===== config.mk =====
export PLATFORM = sky130hd
export DESIGN_NAME = write_output
export DESIGN_NICKNAME = d
export VERILOG_FILES = /design/src/rtl/write_output_pkg.sv /design/src/rtl/write_output_sample_bank.sv /design/src/rtl/write_output.sv
export SDC_FILE = /design/constraint.sdc
export NUM_CORES = 1
export LEC_CHECK = 0
export ABC_AREA = 1
export BUFFER_PORTS_ARGS = -buffer_cell sky130_fd_sc_hd__buf_2
export CELL_PAD_IN_SITES_DETAIL_PLACEMENT = 1
export CELL_PAD_IN_SITES_GLOBAL_PLACEMENT = 1
export CORE_MARGIN = 1.5
export CORE_UTILIZATION = 49
export CTS_CLUSTER_SIZE = 8
export DETAILED_ROUTE_END_ITERATION = 7
export PLACE_DENSITY = 0.86
export SLEW_MARGIN = 15
export SYNTH_ARGS = -nofsm -noshare
export SYNTH_HDL_FRONTEND = slang
export SYNTH_HIERARCHICAL = 1
export SYNTH_SLANG_ARGS = --single-unit

===== constraint.sdc =====
create_clock -name clk -period 2.94 [get_ports clk]
set_input_delay 0.147 -clock clk [delete_from_list [all_inputs] [get_ports clk]]
set_output_delay 0.147 -clock clk [all_outputs]
set_load 0.005 [all_outputs]

===== src/rtl/write_output_pkg.sv =====
// Shared types and sizing helpers for the result write-out block.
package write_output_pkg;

  // Parallel lanes delivered per input beat.
  localparam int unsigned LANES = 4;

  // Default frame geometry (the top derives its own values from NUMSAMPLES).
  localparam int unsigned DEF_NUMSAMPLES = 32;

  typedef enum logic [1:0] {
    IDLE    = 2'd0,
    COLLECT = 2'd1,
    DRAIN   = 2'd2,
    DONE    = 2'd3
  } state_t;

  // Beats per frame: each beat carries one sample per lane.
  function automatic int unsigned depth_of(input int unsigned numsamples);
    return numsamples / LANES;
  endfunction

  // Address width for n entries, never narrower than one bit.
  function automatic int unsigned width_of(input int unsigned n);
    return (n > 1) ? $clog2(n) : 1;
  endfunction

  localparam int unsigned DEF_DEPTH = depth_of(DEF_NUMSAMPLES);
  localparam int unsigned DEF_IDXW  = width_of(DEF_NUMSAMPLES);

endpackage


===== src/rtl/write_output_sample_bank.sv =====
// One lane's sample storage: single write port, asynchronous read port.
module sample_bank
  import write_output_pkg::*;
#(
  parameter  int unsigned WORDSIZE = 16,
  parameter  int unsigned DEPTH    = DEF_DEPTH,
  localparam int unsigned AW       = width_of(DEPTH)
) (
  input  logic                clk,
  input  logic                we,
  input  logic [AW-1:0]       waddr,
  input  logic [WORDSIZE-1:0] wdata,
  input  logic [AW-1:0]       raddr,
  output logic [WORDSIZE-1:0] rdata
);

  logic [WORDSIZE-1:0] mem [DEPTH];

  // Store the lane word at the current beat address.
  always_ff @(posedge clk) begin
    if (we) begin
      mem[waddr] <= wdata;
    end
  end

  assign rdata = mem[raddr];

endmodule


===== src/rtl/write_output.sv =====
// Gathers a frame of 4-lane beats, then streams samples out in index order.
module write_output
  import write_output_pkg::*;
#(
  parameter  int unsigned WORDSIZE   = 16,
  parameter  int unsigned NUMSAMPLES = DEF_NUMSAMPLES,
  localparam int unsigned IDXW       = width_of(NUMSAMPLES)
) (
  input  logic                clk,
  input  logic                rst_n,
  input  logic                s,
  input  logic                in_valid,
  input  logic [WORDSIZE-1:0] data_in0,
  input  logic [WORDSIZE-1:0] data_in1,
  input  logic [WORDSIZE-1:0] data_in2,
  input  logic [WORDSIZE-1:0] data_in3,
  input  logic                out_ready,
  output logic                out_valid,
  output logic [WORDSIZE-1:0] data_out,
  output logic [IDXW-1:0]     out_index,
  output logic                done,
  output logic                error
);

  localparam int unsigned DEPTH = depth_of(NUMSAMPLES);
  localparam int unsigned BW    = width_of(DEPTH);
  localparam logic [BW-1:0]   LAST_BEAT = BW'(DEPTH - 1);
  localparam logic [IDXW-1:0] LAST_IDX  = IDXW'(NUMSAMPLES - 1);

  state_t            state, state_n;
  logic [BW-1:0]     beat, beat_n;
  logic [IDXW-1:0]   rd, rd_n;
  logic              done_n, error_n, out_valid_n;
  logic              wr_en;
  logic [BW-1:0]     rd_addr;
  logic [1:0]        rd_bank;
  logic [WORDSIZE-1:0] lane_in  [LANES];
  logic [WORDSIZE-1:0] lane_out [LANES];

  // Lane L lands in bank L; a sample index splits into bank and row.
  always_comb begin
    lane_in[0] = data_in0;
    lane_in[1] = data_in1;
    lane_in[2] = data_in2;
    lane_in[3] = data_in3;
    rd_bank    = 2'(32'(rd) / DEPTH);
    rd_addr    = BW'(32'(rd) % DEPTH);
  end

  assign wr_en = (state == COLLECT) && in_valid;

  for (genvar l = 0; l < LANES; l++) begin : g_bank
    sample_bank #(
      .WORDSIZE (WORDSIZE),
      .DEPTH    (DEPTH)
    ) u_bank (
      .clk   (clk),
      .we    (wr_en),
      .waddr (beat),
      .wdata (lane_in[l]),
      .raddr (rd_addr),
      .rdata (lane_out[l])
    );
  end

  // Read mux is combinational; forced to zero whenever nothing is offered.
  assign data_out  = out_valid ? lane_out[rd_bank] : '0;
  assign out_index = rd;

  // Next-state and next control values; every output is taken from a register.
  always_comb begin
    state_n     = state;
    beat_n      = beat;
    rd_n        = rd;
    done_n      = done;
    error_n     = error;
    out_valid_n = out_valid;
    unique case (state)
      IDLE: begin
        done_n = 1'b0;
        if (in_valid) begin
          error_n = 1'b1;
        end
        // A start clears the sticky error even if stray data arrives with it.
        if (s) begin
          state_n = COLLECT;
          beat_n  = '0;
          rd_n    = '0;
          error_n = 1'b0;
        end
      end
      COLLECT: begin
        if (in_valid) begin
          beat_n = beat + 1'b1;
          if (beat == LAST_BEAT) begin
            state_n     = DRAIN;
            rd_n        = '0;
            out_valid_n = 1'b1;
          end
        end
      end
      DRAIN: begin
        if (in_valid) begin
          error_n = 1'b1;
        end
        if (out_ready) begin
          if (rd == LAST_IDX) begin
            state_n     = DONE;
            done_n      = 1'b1;
            out_valid_n = 1'b0;
          end else begin
            rd_n = rd + 1'b1;
          end
        end
      end
      DONE: begin
        done_n = 1'b1;
        if (in_valid) begin
          error_n = 1'b1;
        end
        if (!s) begin
          state_n = IDLE;
          done_n  = 1'b0;
        end
      end
      default: state_n = IDLE;
    endcase
  end

  // Control registers with asynchronous clear; buffer contents are not reset.
  always_ff @(posedge clk or negedge rst_n) begin
    if (!rst_n) begin
      state     <= IDLE;
      beat      <= '0;
      rd        <= '0;
      done      <= 1'b0;
      error     <= 1'b0;
      out_valid <= 1'b0;
    end else begin
      state     <= state_n;
      beat      <= beat_n;
      rd        <= rd_n;
      done      <= done_n;
      error     <= error_n;
      out_valid <= out_valid_n;
    end
  end

endmodule


==> results.tsv <==
stage	metric	value	unit
clock_network	h-tree-depth	3	
route	detailedRoute.firstPassIterationCount	5	
setup_path	crit_path_max_fanout	6	
sta	max_freq	0.328	GHz
yosys	number_of_enable_flip_flop_cells_after_synthesis	512	
flow_run	number_of_max_cap_violations	0	
global_routing	vias_in_the_first_global_route	20685	
route	count_of_antenna_violating_nets_left_after_detailed_routing	0	
pwr	total_power_draw	24.0	mW
sta	final.period_utilization	104	%
sta	timing.final.max_slew_violations	0	
finish	num-nets-final	2813	
finish	n_fill_cell	5274	
clock_network	cts_root_buf	clkbuf_16	
global_routing	antenna_found_initial	2	
clock_network	clkSlewWorstSetupHoldPaths	60	ps
sta	timing_hold_violations_final	0	
finish	antenna-diode-count	0	
sta	final.min_clock_period	3050	ps
yosys	synth.top_cell.area_share	63.9	%
yosys	ys_top_cells_by_count	nand2_1, inv_1, edfxtp_1	
yosys	synth-seq-cells	525	
route	postRouteWirelength	86000	um
floorplanning	ios	93	
yosys	syn-instance-count	2513	
floorplanning	rows	81	
floorplanning	core_area	48700	um^2
finish	area_growth_syn_to_layout	19.2	%
global_routing	grt_first_pass_wirelength	119000	um
clock_network	insertion_delay	640	ps
yosys	synthesis.yosys.warnings	6	
yosys	synth_sequential_area_ratio	65.2	%
pwr	worst_ir_drop_vdd	0.568	mV
sta	timing.max_slew.rel_slack	33.7	%
place	place.port_buffers	92	
yosys	syn_area	24100	um^2
pwr	powerDensity	837	nW/um^2
place	hpwl	43600	um
yosys	synthFlopType	edfxtp_1	
sta	timing.final.ws_setup	-112	ps
clock_network	total_clock_buffers_created_by_cts	75	
status	violations_in_the_final_reports	negative setup slack	
min_path	hp-class	in2async	
yosys	postSynthAreaPerCell	9.58	um^2
route	via_per_inst	5.66	
finish	drive_gt1_share	12.4	%
floorplanning	floorplan.die_area	50500	um^2
finish	multi_input_comb_area	5750	um^2
status	run_status	complete, but fails checks	
setup_path	worstSetupEndpointType	output pin	
yosys	asyncSetResetFlopFracSynth	2.48	%
yosys	synthMostInstantiatedCell	nand2_1	
place	finalWeightedCongestion	0.823	
setup_path	crit_type	reg2out	
sta	rsz0062_at_grt	yes	
yosys	synth.lib_cells_used.distinct	25	
setup_path	critical-path-max-stage-delay	560	ps
yosys	syn_nets	2590	
global_routing	grtUsageTotal	31.9	%
route	number_of_remaining_drc_errors	0	
setup_path	critPathArrivalTime	2900	ps
clock_network	max-clock-path-buffers	3	
setup_path	worstSetupStartpointType	flop	
finish	seq_area	15700	um^2
floorplanning	die_height	225	um
place	dp.cells	3231	
yosys	synth_largest_area_cell	edfxtp_1	
setup_path	timing.critical_path.slowest_stage_cell	dfrtp_4	
setup_path	crit_chain	buf_6 -> buf_4 -> clkbuf_16 -> nand2_2 -> nand3_2 -> nand2_2 -> nand2_2 -> nand2_2 -> nor2_1 -> nor2_1 -> o21ai_2 -> a21oi_2 -> buf_2	
finish	count_of_placed_standard_cells_in_the_final_layout_fillers_left_out	3423	
setup_path	timing.critical_path.required	2790	ps
clock_network	tritoncts_num_sinks	525	
floorplanning	die_width	225	um
global_routing	grt_start_max_net_pins	65	
pwr	static-leakage-power	13.1	nW
sta	setup_violations	11	
clock_network	tritoncts	yes	
global_routing	globalRoute.totalOverflow	0	
floorplanning	initial_core_util	49.4	%
sta	finClkSkew	41.6	ps
sta	worst-slew-pin-transition	995	ps
route	detailroute.via_count	19379	
yosys	synth.area.top_cells	edfxtp_1, nand2_1, inv_1, nand3_1, buf_6	
setup_path	crit_path_top_cell_by_count	nand2_2	
route	detail_route.wl_per_cell	25.1	um
route	detail_route.iter0.violations	2163	
power by group:
group / switching [mW] / leakage, nW / internal [mW]
Clock: 3.34 / 1.01 / 4.74
Sequential: 0.226 / 4.78 / 8.63
Combinational: 4.98 / 7.30 / 2.10
placed cells by master (no fill, tap or decap), types with 10 or more instances in the layout:
cell type and count:
a21oi_2 10, buf_12 13, buf_2 92, buf_4 56
clkbuf_1 17, clkbuf_16 85, dfrtp_1 10, dlygate4sd3_1 67
edfxtp_1 512, inv_1 546, nand2_1 873, nand2_2 19
nand3_1 261, nor2_1 95, o21ai_1 20, o21ai_2 13
worst max-delay path: cells and delay by family (launching register included):
family          cells  cell delay [ps]
buf+inv             4              660
compound gates      2              400
flops               1              560
simple gates        7              650
repair_timing:
| item | 4_1_cts | 5_1_grt |
|---|---|---|
| pin swaps | 2 | 19 |
| setup buffers | 5 | 11 |
| cloned | 2 | 7 |
| endpoints found under the hold margin | 528 | 0 |
| hold buffers | 67 | 0 |
| resized for setup | 14 | 82 |
| endpoints found under the setup margin | 16 | 16 |
through the flow:
stage,cell area (um^2),utilization (%),setup WS [ps],hold slack [ps],TNS [ps]
global placement,25200,51.8,541,61.1,0
detailed placement,25200,51.8,491,54.0,0
floorplan,24100,-,706,-149,0
global route,28700,58.9,-127,89.5,-926
CTS,28100,57.7,-41.8,19.9,-255
finish,28700,58.9,-112,79.5,-475
final cells by class:
cell class / instances / area share [%]
clock inverters: 5 / 0.214
repair buffers: 250 / 7.77
multi-input cells: 1330 / 20.0
inverters: 554 / 7.30
flip-flops and latches: 525 / 54.8
well taps: 664 / 2.90
clock buffers: 95 / 7.02
kinds of logic after synthesis:
group / Yosys count / share of synthesized area, %
simple gates: 1265 / 21.3
flops: 525 / 65.2
compound gates: 57 / 1.21
fa+ha+maj: 8 / 0.416
buf+inv: 658 / 11.9
state kept, by name (all words and copies together), names as in the netlist:
| register | count |
|---|---|
| state | 2 |
| out_index | 5 |
| done | 1 |
| error | 1 |
| beat | 3 |
| out_valid | 1 |
| g_bank.u_bank/mem | 512 |
path summary, 6_finish.rpt:
check	to	depth (start not counted)	from	slack (ps)
max in group asynchronous	out_index[1]	2	rst_n	2570
hold reg to reg	state[0]	2	state[0]	620
setup / recovery	data_out[10]	13	out_index[0]	-110
setup reg to reg	state[1]	14	out_index[1]	430
hold / removal	out_index[4]	2	rst_n	80
min in group clk	done	5	out_ready	230
layer usage:
| metal | part of all wire, % | vias up | GRT usage, % |
|---|---|---|---|
| li1 | - | 8244 | - |
| met1 | 35 | 9551 | 36.1 |
| met2 | 50 | 1198 | 55.9 |
| met3 | 9.5 | 384 | 6.28 |
| met4 | 6.1 | 2 | 19.1 |
| met5 | 0.010 | - | 0 |
No activity file was read; power rests on OpenSTA's default activity.
